[src/rtl/urv_mult_pipe.sv]
// Pipelined RV32M/RV64M multiplier with tagged, in-order writeback.
// Macro URV_MULH_EN enables MULH/MULHSU/MULHU (the full 2*WIDTH-bit product).
module urv_mult_pipe #(
    parameter int WIDTH   = 32,
    parameter int LATENCY = 2,
    parameter int TAG_W   = 5
) (
    input  logic             clk_i,
    input  logic             rst_n_i,
    input  logic             stall_i,
    input  logic             flush_i,
    input  logic             d_valid_i,
    input  logic [WIDTH-1:0] d_rs1_i,
    input  logic [WIDTH-1:0] d_rs2_i,
    input  logic [2:0]       d_fun_i,
    input  logic [TAG_W-1:0] d_tag_i,
    output logic             w_valid_o,
    output logic [WIDTH-1:0] w_rd_o,
    output logic [TAG_W-1:0] w_tag_o,
    output logic             busy_o
);

`ifdef URV_MULH_EN
    localparam int XW = WIDTH + 1;
`else
    localparam int XW = WIDTH;
`endif

    logic                    rsv;
    logic                    hi;
    logic                    zero;
    logic signed [XW-1:0]    a_x;
    logic signed [XW-1:0]    b_x;
    logic                    ld0;

    logic                    s1_v;
    logic signed [XW-1:0]    s1_a;
    logic signed [XW-1:0]    s1_b;
    logic                    s1_zero;
    logic [TAG_W-1:0]        s1_tag;
`ifdef URV_MULH_EN
    logic                    s1_hi;
    logic                    sa;
    logic                    sb;
    logic signed [2*WIDTH-1:0] prod;
`else
    logic [WIDTH-1:0]        prod;
`endif
    logic [WIDTH-1:0]        res;

    always_comb begin
        rsv = d_fun_i[2];
        hi  = !d_fun_i[2] && (d_fun_i[1:0] != 2'b00);
`ifdef URV_MULH_EN
        sa   = (d_fun_i == 3'b001) || (d_fun_i == 3'b010);
        sb   = (d_fun_i == 3'b001);
        a_x  = {sa & d_rs1_i[WIDTH-1], d_rs1_i};
        b_x  = {sb & d_rs2_i[WIDTH-1], d_rs2_i};
        zero = rsv;
`else
        a_x  = d_rs1_i;
        b_x  = d_rs2_i;
        // high-half ops still flow through the pipe, but yield zero
        zero = rsv | hi;
`endif
    end

    assign ld0 = d_valid_i & ~stall_i & ~flush_i;

    always_ff @(posedge clk_i or negedge rst_n_i) begin
        if (!rst_n_i) begin
            s1_v    <= 1'b0;
            s1_a    <= '0;
            s1_b    <= '0;
            s1_zero <= 1'b0;
            s1_tag  <= '0;
`ifdef URV_MULH_EN
            s1_hi   <= 1'b0;
`endif
        end else begin
            if (flush_i)
                s1_v <= 1'b0;
            else if (!stall_i)
                s1_v <= d_valid_i;
            if (ld0) begin
                s1_a    <= a_x;
                s1_b    <= b_x;
                s1_zero <= zero;
                s1_tag  <= d_tag_i;
`ifdef URV_MULH_EN
                s1_hi   <= hi;
`endif
            end
        end
    end

    always_comb begin
`ifdef URV_MULH_EN
        prod = (2*WIDTH)'(s1_a) * (2*WIDTH)'(s1_b);
        if (s1_zero)
            res = '0;
        else if (s1_hi)
            res = prod[2*WIDTH-1:WIDTH];
        else
            res = prod[WIDTH-1:0];
`else
        prod = s1_a * s1_b;
        res  = s1_zero ? '0 : prod;
`endif
    end

    // result chain; the last entry is the writeback register
    logic [LATENCY-1:0] v_q;
    logic [LATENCY-1:0] c_v;
    logic [WIDTH-1:0]   r_q [LATENCY];
    logic [WIDTH-1:0]   c_r [LATENCY];
    logic [TAG_W-1:0]   t_q [LATENCY];
    logic [TAG_W-1:0]   c_t [LATENCY];

    always_comb begin
        c_v = '0;
        for (int i = 0; i < LATENCY; i++) begin
            c_r[i] = '0;
            c_t[i] = '0;
        end
        c_v[0] = s1_v;
        c_r[0] = res;
        c_t[0] = s1_tag;
        for (int i = 1; i < LATENCY; i++) begin
            c_v[i] = v_q[i-1];
            c_r[i] = r_q[i-1];
            c_t[i] = t_q[i-1];
        end
    end

    always_ff @(posedge clk_i or negedge rst_n_i) begin
        if (!rst_n_i) begin
            v_q <= '0;
            for (int i = 0; i < LATENCY; i++) begin
                r_q[i] <= '0;
                t_q[i] <= '0;
            end
        end else begin
            if (flush_i)
                v_q <= '0;
            else if (!stall_i)
                v_q <= c_v;
            for (int i = 0; i < LATENCY; i++) begin
                if (c_v[i] && !stall_i && !flush_i) begin
                    r_q[i] <= c_r[i];
                    t_q[i] <= c_t[i];
                end
            end
        end
    end

    assign w_valid_o = v_q[LATENCY-1];
    assign w_rd_o    = r_q[LATENCY-1];
    assign w_tag_o   = t_q[LATENCY-1];
    assign busy_o    = s1_v | (|v_q);

endmodule

[config.mk]
export PLATFORM = sky130hd
export DESIGN_NAME = urv_mult_pipe
export DESIGN_NICKNAME = d
export VERILOG_FILES = /design/src/rtl/urv_mult_pipe.sv
export SDC_FILE = /design/constraint.sdc
export NUM_CORES = 1
export LEC_CHECK = 0
export BUFFER_PORTS_ARGS = -buffer_cell sky130_fd_sc_hd__buf_2
export CAP_MARGIN = 20
export CORE_MARGIN = 2
export CORE_UTILIZATION = 34
export CTS_BUF_LIST = sky130_fd_sc_hd__clkbuf_4 sky130_fd_sc_hd__clkbuf_8
export DETAILED_ROUTE_END_ITERATION = 8
export GPL_TIMING_DRIVEN = 0
export SYNTH_ARGS = -nofsm -noshare
export SYNTH_HDL_FRONTEND = slang
export SYNTH_SLANG_ARGS = --single-unit
[constraint.sdc]
create_clock -name clk_i -period 8.07 [get_ports clk_i]
set_input_delay 0.4035 -clock clk_i [delete_from_list [all_inputs] [get_ports clk_i]]
set_output_delay 0.4035 -clock clk_i [all_outputs]
set_load 0.02 [all_outputs]
==> summary.txt <==
Routing
  • Routed vias/inst: between 4 and 5
  • Avg WL per Cell: between 20 and 25 um
  • DRT Pass-1 Iters: 5
  • Via Count: ~15000
  • Drc violations: 0
  • Post-DRT Antenna Nets: 0
  • Drt initial violations: a little under 1000
  • Routed WL: 65.7 mm

Floorplanning
  • Die area: 0.0661 mm^2
  • Core footprint: 0.0632 mm^2
  • Initial core utilization: 0.345
  • Die H: between 200 and 300 um
  • Chip width: between 200 and 300 um
  • Row count: a little over 90
  • I/O pin total: roughly 120

Clocking
  • CTS tree: built
  • Clk sinks: around 150
  • Root Driver: clkbuf_8
  • Setup Buffers After CTS: 0
  • CTS Buf Count: 17
  • Worst skew pair latency: roughly 570 ps
  • CTS H-tree lvls: 4
  • Reg clk slew, reported paths: roughly 100 ps
  • CTS Buffer Depth: 2

Worst hold path
  • Hold Startpoint: d_tag_i[3]
  • Hold WC Path Type: in2reg

Synthesis
  • FFs w/ async S/R, synth: 1.00
  • Syn_area_per_cell: a little over 10 um^2
  • Top_reg_cell synth: dfrtp_1
  • Largest family of logic cells by synthesized area: adder cells
  • Flops & latches, synth: about 150
  • Syn nets: between 2000 and 3000
  • EDFF count, synth: 0
  • Sequential share of the synthesized area: 0.169
  • Distinct cells, synth: 55
  • Post-synthesis adder-cell area fraction: 0.461
  • Mapped Cells: between 2000 and 2500
  • Mapped Area: roughly 0.022 mm^2
  • Compound-gate portion of the synthesized area: 0.0373
  • Synth Area in XOR/XNOR: 0.0328
  • Synth Area in Simple Gates: 0.149
  • Mux contribution to synthesized area: 0.0598
  • Warning count from the yosys run: 0

Critical path
  • Setup Crit Path Kind: reg2reg
  • Startpoint types: register
  • Reg-to-Reg Start: s1_b[9]
  • Worst setup EP type: register
  • End of the critical path: c_r[31]
  • Reg2reg path depth: 22
  • CP startpoint: s1_b[9]
  • RR Endpoint: c_r[31]
  • R2R Setup Slk: about 200 ps
  • CP max FO: 10
  • CP arrival: a little over 8000 ps
  • CP required: 8500 ps

Layout
  • Register area: 0.00369 mm^2
  • Fraction of layout cells with a size suffix above 1: 0.134
  • Final net count: approximately 2900
  • FILL cells: 6268
  • Commonest non-fill, non-tap cell in the layout: inv_1
  • Most frequent cells in the layout: inv_1, fa_1, and2_1
  • Layout area overhead: 10.0%
  • Non-filler cells, final: between 3000 and 4000
  • Multi-input gate area: 0.0161 mm^2
  • Final Cell Area: 0.0240 mm^2

Global route
  • Initial antenna violation count: 3
  • First-pass GRT wire length: a little over 100 mm
  • Largest net degree at the start of global routing: 97
  • GRT Util Overall: 0.207
  • GRT Residual Overflow: 0
  • Vias in the first global route: between 15000 and 20000

Timing
  • Worst slew margin: 0.197
  • Post-Route Skew: between 20 and 25 ps
  • Slew @ Worst Pin: between 1000 and 1500 ps
  • Hold_ws: 72.6 ps
  • Finish-stage setup viols: 0
  • Final Cycle Share: 0.975
  • Final Hold Violating Endpoints: 0
  • Fin crit period: between 7000 and 8000 ps
  • Final Max Tran Viols: 0
  • RSZ-0062 raised after global routing: no
  • Fmax: 127 MHz

Flow run
  • Max Cap Violations: 0

Place
  • Final RePlAce weighted congestion: around 0.9
  • Post-DP HPWL: between 50 and 60 mm
  • Placed Cells incl. Taps: around 3100
  • PortBufs: 115
  • Dpl cell area: approximately 0.023 mm^2

Outcome
  • Outcome: finished, final reports clean
-- logic make-up (layout without fill, tap and decap cells) --
family | Yosys count | in the layout
AND/OR/NAND/NOR | 606 | 606
adder cells (fa/ha/maj) | 558 | 558
buffers and inverters | 527 | 677
flip-flops | 147 | 147
multiplexers | 116 | 116
AO/OA/AOI/OAI | 106 | 106
XOR/XNOR | 80 | 80
other | 0 | 5
-- how the worst min path moves through the flow --
stage / to / slack (ps) / cells after the start
after floorplan: c_r[0] / 110 / 0
after global placement: c_r[29] / 470 / 2
after detailed placement: w_rd_o[21] / 400 / 1
after CTS: s1_a[26] / 2 / 2
after global routing: s1_tag[3] / 50 / 2
final: s1_tag[3] / 70 / 2
-- registers in the layout (all words and copies together) (netlist names) --
register / flops
c_r: 32
c_t: 5
s1_a: 32
s1_b: 32
s1_tag: 5
s1_v: 1
s1_zero: 1
v_q: 2
w_rd_o: 32
w_tag_o: 5
-- cell type report --
type,instances,area share
repair buffers,124,0.0288
diodes,5,0.000522
clock buffers,18,0.0101
clock inverters,14,0.00663
well taps,846,0.0441
inverters,416,0.0651
plain buffers,105,0.0178
multi-input cells,1466,0.673
flip-flops and latches,147,0.154
-- repair_timing --
action	CTS	global route
hold endpoints to repair	59	0
endpoints found under the setup margin	7	2
gates resized for setup	12	36
hold buffers	7	0
-- layer usage --
metal	global-route usage	wire, um
met5	0	0
met4	0.0790	2720
met3	0.0378	3650
met2	0.339	31100
met1	0.272	28200
-- worst max-delay path, stage by stage, from the launching register on --
cell and delay, ps:
dfrtp_1 730, clkbuf_1 450, nand2_1 150, fa_1 410
inv_1 80, fa_1 440, fa_1 520, inv_1 50
fa_1 480, inv_1 60, fa_1 480, fa_1 580
fa_1 440, fa_1 450, ha_1 390, a21o_1 220
a21o_1 180, a211oi_1 380, o21ai_0 220, a311oi_2 440
o21ai_2 220, xnor2_1 280, o31ai_1 100
-- synth_stat cells (all sizes together), types with 6 or more instances --
library cell,n,share of area
nand2,196,0.034
dfrtp,147,0.17
nand2b,7,0.0020
inv,416,0.072
xor2,17,0.0068
a21o,14,0.0048
a211oi,6,0.0021
a21oi,18,0.0043
nand3,6,0.0014
mux2,113,0.058
o21ai,17,0.0039
and2,356,0.10
fa,408,0.37
a22o,15,0.0060
xnor2,62,0.025
clkbuf,109,0.019
nor2,21,0.0036
ha,150,0.086
-- per-stage QoR --
stage,worst slack (ps),setup TNS (ps),utilization
after floorplan,1250,0,-
after global placement,-399,-570,0.371
after detailed placement,-482,-731,0.371
after CTS,20.1,0,0.379
after global routing,5.24,0,0.379
final,201,0,0.379
Power is not shown: default switching activity piles up to over one toggle a cycle in this logic, so the estimate is an artifact.
